===== config.mk =====
export PLATFORM = sky130hd
export DESIGN_NAME = pipe_hazard_ctrl
export DESIGN_NICKNAME = d
export VERILOG_FILES = /design/src/rtl/pipe_hazard_ctrl_pkg.sv /design/src/rtl/pipe_hazard_ctrl_hazard_detect.sv /design/src/rtl/pipe_hazard_ctrl.sv
export SDC_FILE = /design/constraint.sdc
export NUM_CORES = 1
export LEC_CHECK = 0
export CORE_UTILIZATION = 24
export DETAILED_ROUTE_END_ITERATION = 8
export PLACE_DENSITY = 0.79
export SLEW_MARGIN = 20
export SYNTH_ARGS = -nofsm -noshare
export SYNTH_HDL_FRONTEND = slang
export SYNTH_HIERARCHICAL = 1
export SYNTH_SLANG_ARGS = --single-unit

===== constraint.sdc =====
create_clock -name i_clk -period 1.92 [get_ports i_clk]
set_input_delay 0.192 -clock i_clk [delete_from_list [all_inputs] [get_ports i_clk]]
set_output_delay 0.192 -clock i_clk [all_outputs]
set_load 0.02 [all_outputs]

===== src/rtl/pipe_hazard_ctrl_pkg.sv =====
// -----------------------------------------------------------------------------
// pipe_hazard_ctrl_pkg
// Shared definitions for the pipeline hazard controller:
//   - opcode encodings (5-bit major opcode in insn[31:27])
//   - instruction field positions (rd[26:22], rs[21:17], rt[16:12])
//   - hazard sequencer FSM state encodings
//   - src_regs(): which register fields an instruction actually reads
// Ports: none (package).
// Configuration macro used by the top: HAZARD_PERF_CNT_EN.
// -----------------------------------------------------------------------------
package pipe_hazard_ctrl_pkg;

  // Major opcodes. An all-zero word is an ALU op on $r0 and acts as the NOP.
  localparam logic [4:0] OP_ALU = 5'd0;
  localparam logic [4:0] OP_LW  = 5'd1;
  localparam logic [4:0] OP_SW  = 5'd2;
  localparam logic [4:0] OP_BNE = 5'd3;
  localparam logic [4:0] OP_BLT = 5'd4;
  localparam logic [4:0] OP_JR  = 5'd5;

  // Instruction field slices.
  localparam int OP_MSB = 31;
  localparam int OP_LSB = 27;
  localparam int RD_MSB = 26;
  localparam int RD_LSB = 22;
  localparam int RS_MSB = 21;
  localparam int RS_LSB = 17;
  localparam int RT_MSB = 16;
  localparam int RT_LSB = 12;

  // Sequencer states.
  typedef enum logic [1:0] {
    ST_RUN      = 2'd0,
    ST_MD_WAIT  = 2'd1,
    ST_MD_DRAIN = 2'd2
  } hz_state_e;

  // Source register set of one instruction: up to two read ports.
  typedef struct packed {
    logic       rs_v;
    logic [4:0] rs;
    logic       rt_v;
    logic [4:0] rt;
  } src_regs_t;

  // Returns the registers an instruction reads. LW and JR read only rs
  // (base / target); stores and branches read both rs and rt.
  function automatic src_regs_t src_regs(input logic [31:0] insn);
    src_regs_t s;
    logic      unused_bits;
    unused_bits = ^{insn[RD_MSB:RD_LSB], insn[RT_LSB-1:0]};
    s.rs   = insn[RS_MSB:RS_LSB];
    s.rt   = insn[RT_MSB:RT_LSB];
    s.rs_v = 1'b0;
    s.rt_v = 1'b0;
    case (insn[OP_MSB:OP_LSB])
      OP_ALU, OP_SW, OP_BNE, OP_BLT: begin
        s.rs_v = 1'b1;
        s.rt_v = 1'b1;
      end
      OP_LW, OP_JR: begin
        s.rs_v = 1'b1;
        s.rt_v = 1'b0;
      end
      default: begin
        s.rs_v = 1'b0;
        s.rt_v = 1'b0;
      end
    endcase
    return s;
  endfunction

endpackage


===== src/rtl/pipe_hazard_ctrl_hazard_detect.sv =====
// -----------------------------------------------------------------------------
// pipe_hazard_ctrl_hazard_detect
// Combinational load-use comparator: flags when the load in D/X writes a
// register that the instruction in F/D reads. $r0 never produces a hazard.
// Ports:
//   i_fd_insn  in  32  instruction in F/D (consumer)
//   i_dx_insn  in  32  instruction in D/X (possible load)
//   o_lu_stall out 1   load-use hazard present
// -----------------------------------------------------------------------------
module pipe_hazard_ctrl_hazard_detect
  import pipe_hazard_ctrl_pkg::*;
(
  input  logic [31:0] i_fd_insn,
  input  logic [31:0] i_dx_insn,
  output logic        o_lu_stall
);

  logic [4:0] w_dx_op;
  logic [4:0] w_dx_rd;
  src_regs_t  w_src;
  logic       w_unused_dx_bits;

  assign w_dx_op          = i_dx_insn[OP_MSB:OP_LSB];
  assign w_dx_rd          = i_dx_insn[RD_MSB:RD_LSB];
  assign w_src            = src_regs(i_fd_insn);
  assign w_unused_dx_bits = ^i_dx_insn[RS_MSB:0];

  // Load-use compare against each valid source of the consumer.
  always_comb begin
    o_lu_stall = 1'b0;
    if ((w_dx_op == OP_LW) && (w_dx_rd != 5'd0)) begin
      if ((w_src.rs_v && (w_src.rs == w_dx_rd)) ||
          (w_src.rt_v && (w_src.rt == w_dx_rd))) begin
        o_lu_stall = 1'b1;
      end else begin
        o_lu_stall = 1'b0;
      end
    end else begin
      o_lu_stall = 1'b0;
    end
  end

endmodule


===== src/rtl/pipe_hazard_ctrl.sv =====
// -----------------------------------------------------------------------------
// pipe_hazard_ctrl
// Stall/flush sequencer for the 5-stage pipeline (F, D, X, M, W). Produces the
// write-enable and NOP-insert controls of the PC and the F/D, D/X, X/M pipe
// registers, resolving load-use, multdiv occupancy and branch mispredict.
// Outputs are combinational from the registered FSM state and the inputs.
//
// Optional feature macro: HAZARD_PERF_CNT_EN adds saturating counters
// o_stall_cycles (cycles with pc_we=0 outside reset) and o_flush_count
// (mispredict redirects).
//
// Parameters: MD_TIMEOUT (cycles allowed in MD_WAIT, >=2), CNT_W (counter width)
// Ports:
//   i_clk, i_reset           clock, synchronous active-high reset
//   i_fd_insn, i_dx_insn     instructions in F/D and D/X (32b)
//   i_x_mispredict           X-stage branch resolved opposite to prediction
//   i_x_md_start             multdiv op entering execution (pulse)
//   i_md_ready               multdiv result valid (pulse)
//   o_pc_we, o_pc_redirect   PC write enable / select corrected target
//   o_fd_we, o_dx_we, o_xm_we            pipe-register write enables
//   o_fd_flush, o_dx_flush, o_xm_flush   load NOP at next edge
//   o_md_error               1-cycle pulse on multdiv timeout
//   o_stall_cycles, o_flush_count        (HAZARD_PERF_CNT_EN only)
// -----------------------------------------------------------------------------
module pipe_hazard_ctrl
  import pipe_hazard_ctrl_pkg::*;
#(
  parameter int MD_TIMEOUT = 64,
  parameter int CNT_W      = 32
) (
  input  logic        i_clk,
  input  logic        i_reset,
  input  logic [31:0] i_fd_insn,
  input  logic [31:0] i_dx_insn,
  input  logic        i_x_mispredict,
  input  logic        i_x_md_start,
  input  logic        i_md_ready,
  output logic        o_pc_we,
  output logic        o_pc_redirect,
  output logic        o_fd_we,
  output logic        o_dx_we,
  output logic        o_xm_we,
  output logic        o_fd_flush,
  output logic        o_dx_flush,
  output logic        o_xm_flush,
  output logic        o_md_error
`ifdef HAZARD_PERF_CNT_EN
  ,
  output logic [CNT_W-1:0] o_stall_cycles,
  output logic [CNT_W-1:0] o_flush_count
`endif
);

  localparam int                 MD_CNT_W    = $clog2(MD_TIMEOUT);
  localparam logic [MD_CNT_W-1:0] LP_CNT_LAST = MD_CNT_W'(MD_TIMEOUT - 1);
  localparam logic [MD_CNT_W-1:0] LP_CNT_ONE  = MD_CNT_W'(1);

  hz_state_e           r_state;
  hz_state_e           w_state_nxt;
  logic [MD_CNT_W-1:0] r_md_cnt;
  logic [MD_CNT_W-1:0] w_md_cnt_nxt;

  logic w_lu_stall;
  logic w_mispredict_evt;
  logic w_pc_we;
  logic w_pc_redirect;
  logic w_fd_we;
  logic w_dx_we;
  logic w_xm_we;
  logic w_fd_flush;
  logic w_dx_flush;
  logic w_xm_flush;
  logic w_md_error;

  pipe_hazard_ctrl_hazard_detect u_hazard_detect (
    .i_fd_insn  (i_fd_insn),
    .i_dx_insn  (i_dx_insn),
    .o_lu_stall (w_lu_stall)
  );

  // FSM state and multdiv timeout counter registers.
  always_ff @(posedge i_clk) begin
    if (i_reset) begin
      r_state  <= ST_RUN;
      r_md_cnt <= {MD_CNT_W{1'b0}};
    end else begin
      r_state  <= w_state_nxt;
      r_md_cnt <= w_md_cnt_nxt;
    end
  end

  // Next-state and raw pipeline controls.
  always_comb begin
    w_state_nxt      = r_state;
    w_md_cnt_nxt     = {MD_CNT_W{1'b0}};
    w_pc_we          = 1'b1;
    w_pc_redirect    = 1'b0;
    w_fd_we          = 1'b1;
    w_dx_we          = 1'b1;
    w_xm_we          = 1'b1;
    w_fd_flush       = 1'b0;
    w_dx_flush       = 1'b0;
    w_xm_flush       = 1'b0;
    w_md_error       = 1'b0;
    w_mispredict_evt = 1'b0;
    case (r_state)
      ST_RUN: begin
        if (i_x_mispredict) begin
          // Redirect wins; the wrong-path F/D and D/X contents are squashed,
          // so any load-use pairing among them is irrelevant.
          w_pc_redirect    = 1'b1;
          w_fd_flush       = 1'b1;
          w_dx_flush       = 1'b1;
          w_mispredict_evt = 1'b1;
        end else if (i_x_md_start) begin
          w_state_nxt = ST_MD_WAIT;
        end else if (w_lu_stall) begin
          // Hold PC and F/D, bubble into D/X for exactly one cycle.
          w_pc_we    = 1'b0;
          w_fd_we    = 1'b0;
          w_dx_flush = 1'b1;
        end else begin
          w_state_nxt = ST_RUN;
        end
      end
      ST_MD_WAIT: begin
        // X is occupied by the multdiv op: freeze front end, bubble into M.
        w_pc_we    = 1'b0;
        w_fd_we    = 1'b0;
        w_dx_we    = 1'b0;
        w_xm_flush = 1'b1;
        if (i_md_ready) begin
          w_state_nxt = ST_MD_DRAIN;
        end else if (r_md_cnt == LP_CNT_LAST) begin
          w_md_error  = 1'b1;
          w_state_nxt = ST_RUN;
        end else begin
          w_md_cnt_nxt = r_md_cnt + LP_CNT_ONE;
        end
      end
      ST_MD_DRAIN: begin
        // Result moves into X/M; the front end resumes with the usual check.
        w_state_nxt = ST_RUN;
        if (w_lu_stall) begin
          w_pc_we    = 1'b0;
          w_fd_we    = 1'b0;
          w_dx_flush = 1'b1;
        end else begin
          w_pc_we = 1'b1;
        end
      end
      default: begin
        w_state_nxt = ST_RUN;
      end
    endcase
  end

  // Output stage: everything quiet while reset is asserted.
  always_comb begin
    o_pc_we       = 1'b0;
    o_pc_redirect = 1'b0;
    o_fd_we       = 1'b0;
    o_dx_we       = 1'b0;
    o_xm_we       = 1'b0;
    o_fd_flush    = 1'b0;
    o_dx_flush    = 1'b0;
    o_xm_flush    = 1'b0;
    o_md_error    = 1'b0;
    if (i_reset) begin
      o_pc_we = 1'b0;
    end else begin
      o_pc_we       = w_pc_we;
      o_pc_redirect = w_pc_redirect;
      o_fd_we       = w_fd_we;
      o_dx_we       = w_dx_we;
      o_xm_we       = w_xm_we;
      o_fd_flush    = w_fd_flush;
      o_dx_flush    = w_dx_flush;
      o_xm_flush    = w_xm_flush;
      o_md_error    = w_md_error;
    end
  end

`ifdef HAZARD_PERF_CNT_EN
  logic [CNT_W-1:0] r_stall_cycles;
  logic [CNT_W-1:0] r_flush_count;

  // Saturating performance counters.
  always_ff @(posedge i_clk) begin
    if (i_reset) begin
      r_stall_cycles <= {CNT_W{1'b0}};
      r_flush_count  <= {CNT_W{1'b0}};
    end else begin
      if (!w_pc_we && (r_stall_cycles != {CNT_W{1'b1}})) begin
        r_stall_cycles <= r_stall_cycles + CNT_W'(1);
      end
      if (w_mispredict_evt && (r_flush_count != {CNT_W{1'b1}})) begin
        r_flush_count <= r_flush_count + CNT_W'(1);
      end
    end
  end

  assign o_stall_cycles = r_stall_cycles;
  assign o_flush_count  = r_flush_count;
`else
  logic w_unused_perf;
  assign w_unused_perf = w_mispredict_evt & (CNT_W > 0);
`endif

endmodule

# Yosys cells after proc, flatten, opt, wreduce, memory -nomap -nowiden
# Cells that the tools add are included.
# Widths: inputs -> output; s select.
# totals
mem_count	0
in_bits	69
register_bits	8
ram_bits	0
romBits	0
wordCells	61
output_inout_bits	9
latch_bits	0
# op_classes
n_eq_ne	14
multipliers	0
div_mod_pow	0
order_cmp	0
mux	32
reduce_logical	11
addsub	1
bitwise	1
shifts	0
# ops
op	n
$mux 1	24
$eq 5x1->1 const B	2
$eq 5x2->1 const B	2
$eq 5x3->1 const B	2
$eq 5x5->1	2
$mux 2	5
$reduce_or 4->1	2
$add 6x1->6 const B	1
$eq 6x6->1 const B	1
$ne 3x3->1 const B	2
$reduce_or 6->1	1
$logic_not 5->1	1
$reduce_bool 5->1	1
$pmux 2 s2	1
$logic_and 1x1->1	3
$pmux 1 s3	1
$reduce_and 3->1	1
$eq 2x1->1 const B	1
$eq 2x2->1 const B	1
$logic_not 2->1	1
$ne 2x2->1 const B	1
$pmux 1 s2	1
$logic_or 1x1->1	1
$not 1->1	1

# Depth between registers and ports, before layout
# Gate-level depths: netlist of run 1.
# depth
word_depth	12
ltp_mapped	7
depth_no_buf	6

# By module
# Netlist of run 1, hierarchy kept.
# by_module_without_submodules
mod	n_inst	area_per_inst_um2	cells_per_inst	seq_area_each_um2
pipe_hazard_ctrl	1	404.1	46	160.2
pipe_hazard_ctrl_hazard_detect	1	166.4	21	0.0

# Worst setup path before layout of run 1
# Ideal clock, no wire load.
# synth_timing
path_type	input -> output
start	input port i_dx_insn[28]
end	output port o_dx_flush
t_arrival_ns	1.584
required_ns	1.728
stages	6
n_path_buf	0
setup_slack_ns	0.144
cell_sequence	or4b_1 a21oi_1 o211ai_1 a21oi_1 a22oi_1 nor3_1
# synth_via
elab_chain_len	8
# synth_rtl
item	line	text
start, declared	pipe_hazard_ctrl.sv:34	input logic [31:0] i_dx_insn,
$eq 5x1->1 *	pipe_hazard_ctrl_hazard_detect.sv:31	if ((w_dx_op == OP_LW) && (w_dx_rd != 5'd0)) begin
$logic_and 1x1->1 *	pipe_hazard_ctrl_hazard_detect.sv:31	
$mux 1 *	pipe_hazard_ctrl_hazard_detect.sv:31	
net w_lu_stall	pipe_hazard_ctrl.sv:63	logic w_lu_stall;
$mux 1 *	pipe_hazard_ctrl.sv:117, pipe_hazard_ctrl.sv:144	
$mux 1	pipe_hazard_ctrl.sv:115	end else if (i_x_md_start) begin
$mux 1	pipe_hazard_ctrl.sv:108	if (i_x_mispredict) begin
$pmux 1 s2 *	pipe_hazard_ctrl.sv:106	case (r_state)
$mux 1 *	pipe_hazard_ctrl.sv:169	if (i_reset) begin
end, declared	pipe_hazard_ctrl.sv:44	output logic o_dx_flush,
# Mark *: on every way through the listed nets, which the timed path passes. The rest lies on a longest branch.

# Final worst setup path of run 1
# layout_timing
start	input port i_reset
end	output port o_pc_redirect
# layout_via
elab_chain_len	1
# layout_rtl
item	line	text
start, declared	pipe_hazard_ctrl.sv:32	input logic i_reset,
$mux 1	pipe_hazard_ctrl.sv:169	
end, declared	pipe_hazard_ctrl.sv:39	output logic o_pc_redirect,
# Every way passes these cells.

==> results of run 1 <==
[worst max-delay path: cells and delay by family]
kind / cells / cell delay [ns]
buffers and inverters: 2 / 1.18
and+or+nand+nor: 1 / 0.30
[timing repair]
action / in CTS / in global routing
pin swaps: 9 / 11
setup endpoints to repair: 6 / 7
gates resized for setup: 37 / 19
[sequential cells by signal, indices dropped and copies added, names as in the netlist]
register	flops
r_md_cnt	6
r_state	2
[per-layer routing]
| metal | up-vias | wire [um] | track usage (%) |
|---|---|---|---|
| met5 | - | 0 | 0 |
| met4 | 0 | 23 | 6.02 |
| met3 | 5 | 83 | 3.64 |
| met2 | 20 | 761 | 23.6 |
| met1 | 281 | 644 | 11.9 |
| li1 | 327 | - | - |
[layout by cell type (no fill, tap or decap), types with 2 or more instances in the layout]
cell type	instances
xor2_1	9
clkdlybuf4s15_1	4
dlymetal6s2s_1	6
nand2b_1	3
nand2_1	3
buf_4	8
clkbuf_4	3
dfxtp_1	7
a21oi_2	4
clkdlybuf4s50_1	17
nand3_1	5
clkbuf_2	4
xnor2_1	4
dlygate4sd2_1	4
nor2_1	5
buf_6	2
inv_1	4
nor3_1	3
[metrics by stage]
step / power (mW) / worst slack (ns) / hold WS, ns
after CTS: 0.449 / -0.00263 / 0.453
after detailed placement: 0.329 / -0.700 / 0.446
final: 0.444 / 0.0587 / 0.451
after global routing: 0.473 / -0.00130 / 0.482
after global placement: 0.327 / -0.622 / 0.428
after floorplan: 0.227 / 0.144 / 0.291
[final cells by class]
cell class | instances | area, um2 | share of cell area (%)
Clock buffer | 3 | 22.5 | 2.12
Sequential cell | 8 | 161 | 15.2
Timing Repair Buffer | 45 | 423 | 39.8
Inverter | 4 | 15.0 | 1.41
Multi-Input combinational cell | 53 | 407 | 38.2
Tap cell | 28 | 35.0 | 3.29
[cell usage after synthesis, drive strengths merged, types with 2 or more instances]
master	count	area [um2]
xnor2	4	35.0
inv	4	15.0
nand2	3	11.3
o211ai	2	20.0
a21oi	4	23.8
dfxtp	8	160
buf	2	15.0
o21ai	2	10.0
nand3	5	25.0
nor2	6	25.0
nor3	4	31.3
nand2b	3	18.8
xor2	9	78.8
[path summary, 6_finish.rpt]
path	startpoint	endpoint	slack, ns	cells after the start
worst max register to register	r_md_cnt[0]	r_state[0]	0.70	4
worst min register to register	r_md_cnt[0]	r_md_cnt[0]	0.45	1
worst min-delay path	r_md_cnt[0]	r_md_cnt[0]	0.45	1
worst max-delay path	i_reset	o_pc_redirect	0.06	3
[power by group through the flow]
stage                     sequential (mW)  combinational (mW)  clock [mW]
after global placement              0.175               0.151           0
after detailed placement            0.175               0.154           0
final                               0.173               0.148       0.124
after CTS                           0.172               0.149       0.128
after global routing                0.173               0.160       0.141
after floorplan                     0.174              0.0527           0
[cell families after synthesis]
family                     Yosys count  synth area share, %
buffers and inverters                6                 5.26
DFF                                  8                 28.1
and+or+nand+nor                     28                 30.9
xor gates and xnor gates            13                 20.0
AOI/OAI and AO/OA                   11                 13.6
adders and majority gates            1                 2.19
==> out/metrics.csv, run 1 <==
metric,value,unit
cp_slowest_stage_delay,0.65,ns
start_util,25.5,%
p_per_area,418,mW/mm2
ys_ff_latch,8,
report.final.slew_viol_count,0,
core,0.00223,mm2
std_cell_rows,17,
cts-hold-fix-buffers,0,
track_usage,12.4,%
fin_setup_tns,0,ns
final_cells,141,
gr-total-overflow,0,
worstPathMaxFanout,5,
drt.antenna.violating_nets,0,
pwr-share-seq,38.8,%
die_w,50.8,um
cts_setup_buffers,0,
cts_sinks,8,
via_count,633,
grt_pass1_vias,617,
grt_pass1_wl,2360,um
fill_cells,217,
slew_headroom,79.9,%
critPathCaptureType,output port,
clock_skew,0.00729,ns
cts.reportedPaths.clkPinSlew,0.05,ns
wire_per_inst,10.7,um
seq_area_frac_synth,28.1,%
remaining_drc_errors,0,
setup_viol,0,
worstPathArrival,1.67,ns
critPathKind,in -> out,
clock_latency,0.25,ns
syn_avg_cell_area,8.52,um2
wl,1510,um
start_kind,input pin,
synth_cell_types,28,
status,"complete, no violations",
ios,78,
ys_async_sr_fraction,0,%
p_clk_share,27.9,%
cts.path.max_buffers,2,
period_share,96.9,%
synth-main-ff-cell,dfxtp_1,
netlist_area,571,um2
critPathRequiredTime,1.73,ns
design_area,0.00106,mm2
p_leak,0.470,nW
via_per_inst,4.49,
maxCapViolCount,0,
timing.critical_path.mode_cell,clkdlybuf4s50_1,
drive_gt1_share,26.5,%
yosys_warnings,6,
syn2layout_area_growth,86.4,%
holdCritPathClass,reg -> reg,
gp_congestion,0.705,
antenna_found_initial,0,
hold_viol,0,
die_h,50.8,um
cp_slowest_cell,clkdlybuf4s50_1,
path_cells,clkdlybuf4s50_1 > nor4b_2 > clkdlybuf4s50_1,
antennaDiodeCount,0,
root_buffer,clkbuf_4,
worst_pin_slew,0.300,ns
netlist_instances,67,
grt_max_degree,7,
final_util,47.6,%
htreeDepth,1,
cts_tree,done,
ir_drop,287,uV
layout_min_cycle_time,1.86,ns
io_buffers,38,
rsz0062_at_grt,yes,
placed_cell_area,0.00102,mm2
synth_nets,137,
drt_iter0_markers,2,
internal_power,331,uW
dieArea,0.00258,mm2
fmax,0.537,GHz
p_sw_share,25.6,%
synth-edff-count,0,
dr.pass1.iters,2,
dp.cells,138,
cts_inserted_buffers,3,
power_switching,114,uW
p_comb_share,33.3,%
layout.nets,185,
hpwl,1300,um
No activity file was read; power rests on OpenSTA's default activity.
==> inputs of run 2 (changes only) <==
--- a/config.mk
+++ b/config.mk
@@ -7,5 +7,5 @@
 export LEC_CHECK = 0
-export CORE_UTILIZATION = 24
+export CORE_UTILIZATION = 22
 export DETAILED_ROUTE_END_ITERATION = 8
-export PLACE_DENSITY = 0.79
+export PLACE_DENSITY = 0.77
 export SLEW_MARGIN = 20
==> constraint.sdc (replaced) <==
create_clock -name i_clk -period 1.52 [get_ports i_clk]
set_input_delay 0.152 -clock i_clk [delete_from_list [all_inputs] [get_ports i_clk]]
set_output_delay 0.152 -clock i_clk [all_outputs]
set_load 0.005 [all_outputs]
==> run 2 against run 1 <==
  * The flow now finishes with violations (negative setup slack)
  * Clock power up 26%
  * Non-clock buffer count up 5
  * Wire length up 8.2%
  * Total power up 23%
  * Critical path type unchanged
==> out/metrics.csv, run 2 (synthesis results as in run 1) <==
metric,value,unit,change
start_util,23.2,%,was 25.5%
worst_pin_slew,0.310,ns,was 0.300 ns
cts_tree,done,,unchanged
hold_viol,0,,unchanged
drive_gt1_share,38.1,%,was 26.5%
gp_congestion,0.775,,was 0.705
grt_pass1_wl,2710,um,was 2360 um
p_per_area,499,mW/mm2,was 418 mW/mm2
drt.antenna.violating_nets,0,,unchanged
violations,negative setup slack,,
maxCapViolCount,0,,unchanged
worstPathArrival,1.59,ns,was 1.67 ns
cts.path.max_buffers,2,,unchanged
cts_sinks,8,,unchanged
die_w,52.9,um,was 50.8 um
critPathCaptureType,output port,,unchanged
via_count,672,,was 633
power_switching,134,uW,was 114 uW
grt_pass1_vias,681,,was 617
remaining_drc_errors,0,,unchanged
power,545,uW,was 444 uW
clock_skew,0.00295,ns,was 0.00729 ns
critPathRequiredTime,1.37,ns,was 1.73 ns
via_per_inst,4.54,,was 4.49
std_cell_rows,18,,was 17
pwr-share-seq,39.6,%,was 38.8%
largest_reg_flops,6,,unchanged
htreeDepth,1,,unchanged
cts.reportedPaths.clkPinSlew,0.05,ns,about the same
worstPathMaxFanout,2,,was 5
period_share,114,%,
hpwl,1300,um,about the same
regMostFlops,r_md_cnt,,unchanged
cts_inserted_buffers,3,,unchanged
final_common_cell,clkdlybuf4s50_1,,unchanged
p_sw_share,24.5,%,was 25.6%
p_leak,0.438,nW,was 0.470 nW
root_buffer,clkbuf_4,,unchanged
gr-total-overflow,0,,unchanged
fin_setup_tns,-0.877,ns,was 0 ns
antenna_found_initial,0,,unchanged
grt_max_degree,7,,unchanged
holdCritPathClass,reg -> reg,,unchanged
dieArea,0.00280,mm2,was 0.00258 mm2
layout_common_cells,"clkdlybuf4s50_1, buf_4, dlygate4sd2_1",,"was clkdlybuf4s50_1, xor2_1, buf_4"
finalWorstSetupSlack,-0.218,ns,was 0.0587 ns
start_kind,input pin,,unchanged
core,0.00245,mm2,was 0.00223 mm2
critPathKind,in -> out,,unchanged
track_usage,13.8,%,was 12.4%
ir_drop,480,uV,was 287 uV
holdWs,0.456,ns,was 0.451 ns
fmax,0.575,GHz,
rsz0062_at_grt,yes,,unchanged
internal_power,411,uW,was 331 uW
dr.pass1.iters,4,,was 2
pre_cts_ws,-0.896,ns,was -0.700 ns
drt_iter0_markers,4,,was 2
antennaDiodeCount,0,,unchanged
io_buffers,38,,unchanged
wire_per_inst,11.0,um,was 10.7 um
layout_min_cycle_time,1.74,ns,
p_comb_share,31.7,%,was 33.3%
syn2layout_area_growth,91.2,%,was 86.4%
clock_latency,0.25,ns,about the same
top_regs,"r_md_cnt x6, r_state x2",,unchanged
wl,1640,um,was 1510 um
die_h,52.9,um,was 50.8 um
ios,78,,unchanged
slew_headroom,79.3,%,was 79.9%
status,"finished, violations left",,"was complete, no violations"
setup_viol,5,,was 0
layout.nets,190,,was 185
cts-hold-fix-buffers,0,,unchanged
p_clk_share,28.7,%,was 27.9%
report.final.slew_viol_count,0,,unchanged
run 2: changes by cell type in the layout (fill, tap and decap cells not counted), moves of 4 or more:
cell / change
buf_2: +5
buf_4: +4
dlygate4sd2_1: +6
dlymetal6s2s_1: -6
run 2: worst paths after layout:
check | to | cells past startpoint | slack [ns] | start
worst max register to register | r_state[0] | 4 | 0.33 | r_md_cnt[0]
worst min register to register | r_md_cnt[0] | 1 | 0.46 | r_md_cnt[0]
worst max-delay path | o_dx_flush | 8 | -0.22 | i_dx_insn[24]
worst min-delay path | r_md_cnt[0] | 1 | 0.46 | r_md_cnt[0]
run 2: layer usage:
layer | vias up | routed length [um] | track usage (%)
met5 | - | 0 | 0
li1 | 341 | - | -
met2 | 18 | 907 | 27.8
met1 | 307 | 591 | 11.7
met4 | 0 | 32 | 6.58
met3 | 6 | 103 | 4.60
run 2: power groups by stage:
stage / clock network [mW] / logic (mW) / registers, mW
after floorplan: 0 / 0.0508 / 0.220
after global placement: 0 / 0.177 / 0.220
after detailed placement: 0 / 0.180 / 0.221
after CTS: 0.165 / 0.168 / 0.216
after global routing: 0.169 / 0.188 / 0.216
final: 0.156 / 0.173 / 0.216
run 2: critical path, cell delays in order:
cell             delay [ns]
clkdlybuf4s15_1        0.17
or4_1                  0.52
o211ai_1               0.21
a21oi_2                0.06
buf_4                  0.13
a22oi_2                0.17
nor3_2                 0.05
buf_2                  0.12
run 2: layout make-up:
| class | instances | area (um2) |
|---|---|---|
| Timing Repair Buffer | 50 | 423 |
| Multi-Input combinational cell | 53 | 428 |
| Fill cell | 250 | 1360 |
| Inverter | 4 | 15.0 |
| Sequential cell | 8 | 165 |
| Tap cell | 30 | 37.5 |
| Clock buffer | 3 | 22.5 |
run 2: through the flow:
step	cells	cell area (um2)	utilization, %
after floorplan	67	571	-
after global placement	143	1050	42.7
after detailed placement	143	1050	42.7
after CTS	149	1100	44.6
after global routing	148	1090	44.4
final	148	1090	44.4
run 2: repair_timing:
| action | in CTS | in global routing |
|---|---|---|
| gates resized for setup | 58 | 7 |
| pin swaps | 12 | 5 |
| buffers inserted | 3 | 0 |
| setup endpoints to repair | 8 | 6 |
| hold endpoints to repair | 0 | 0 |
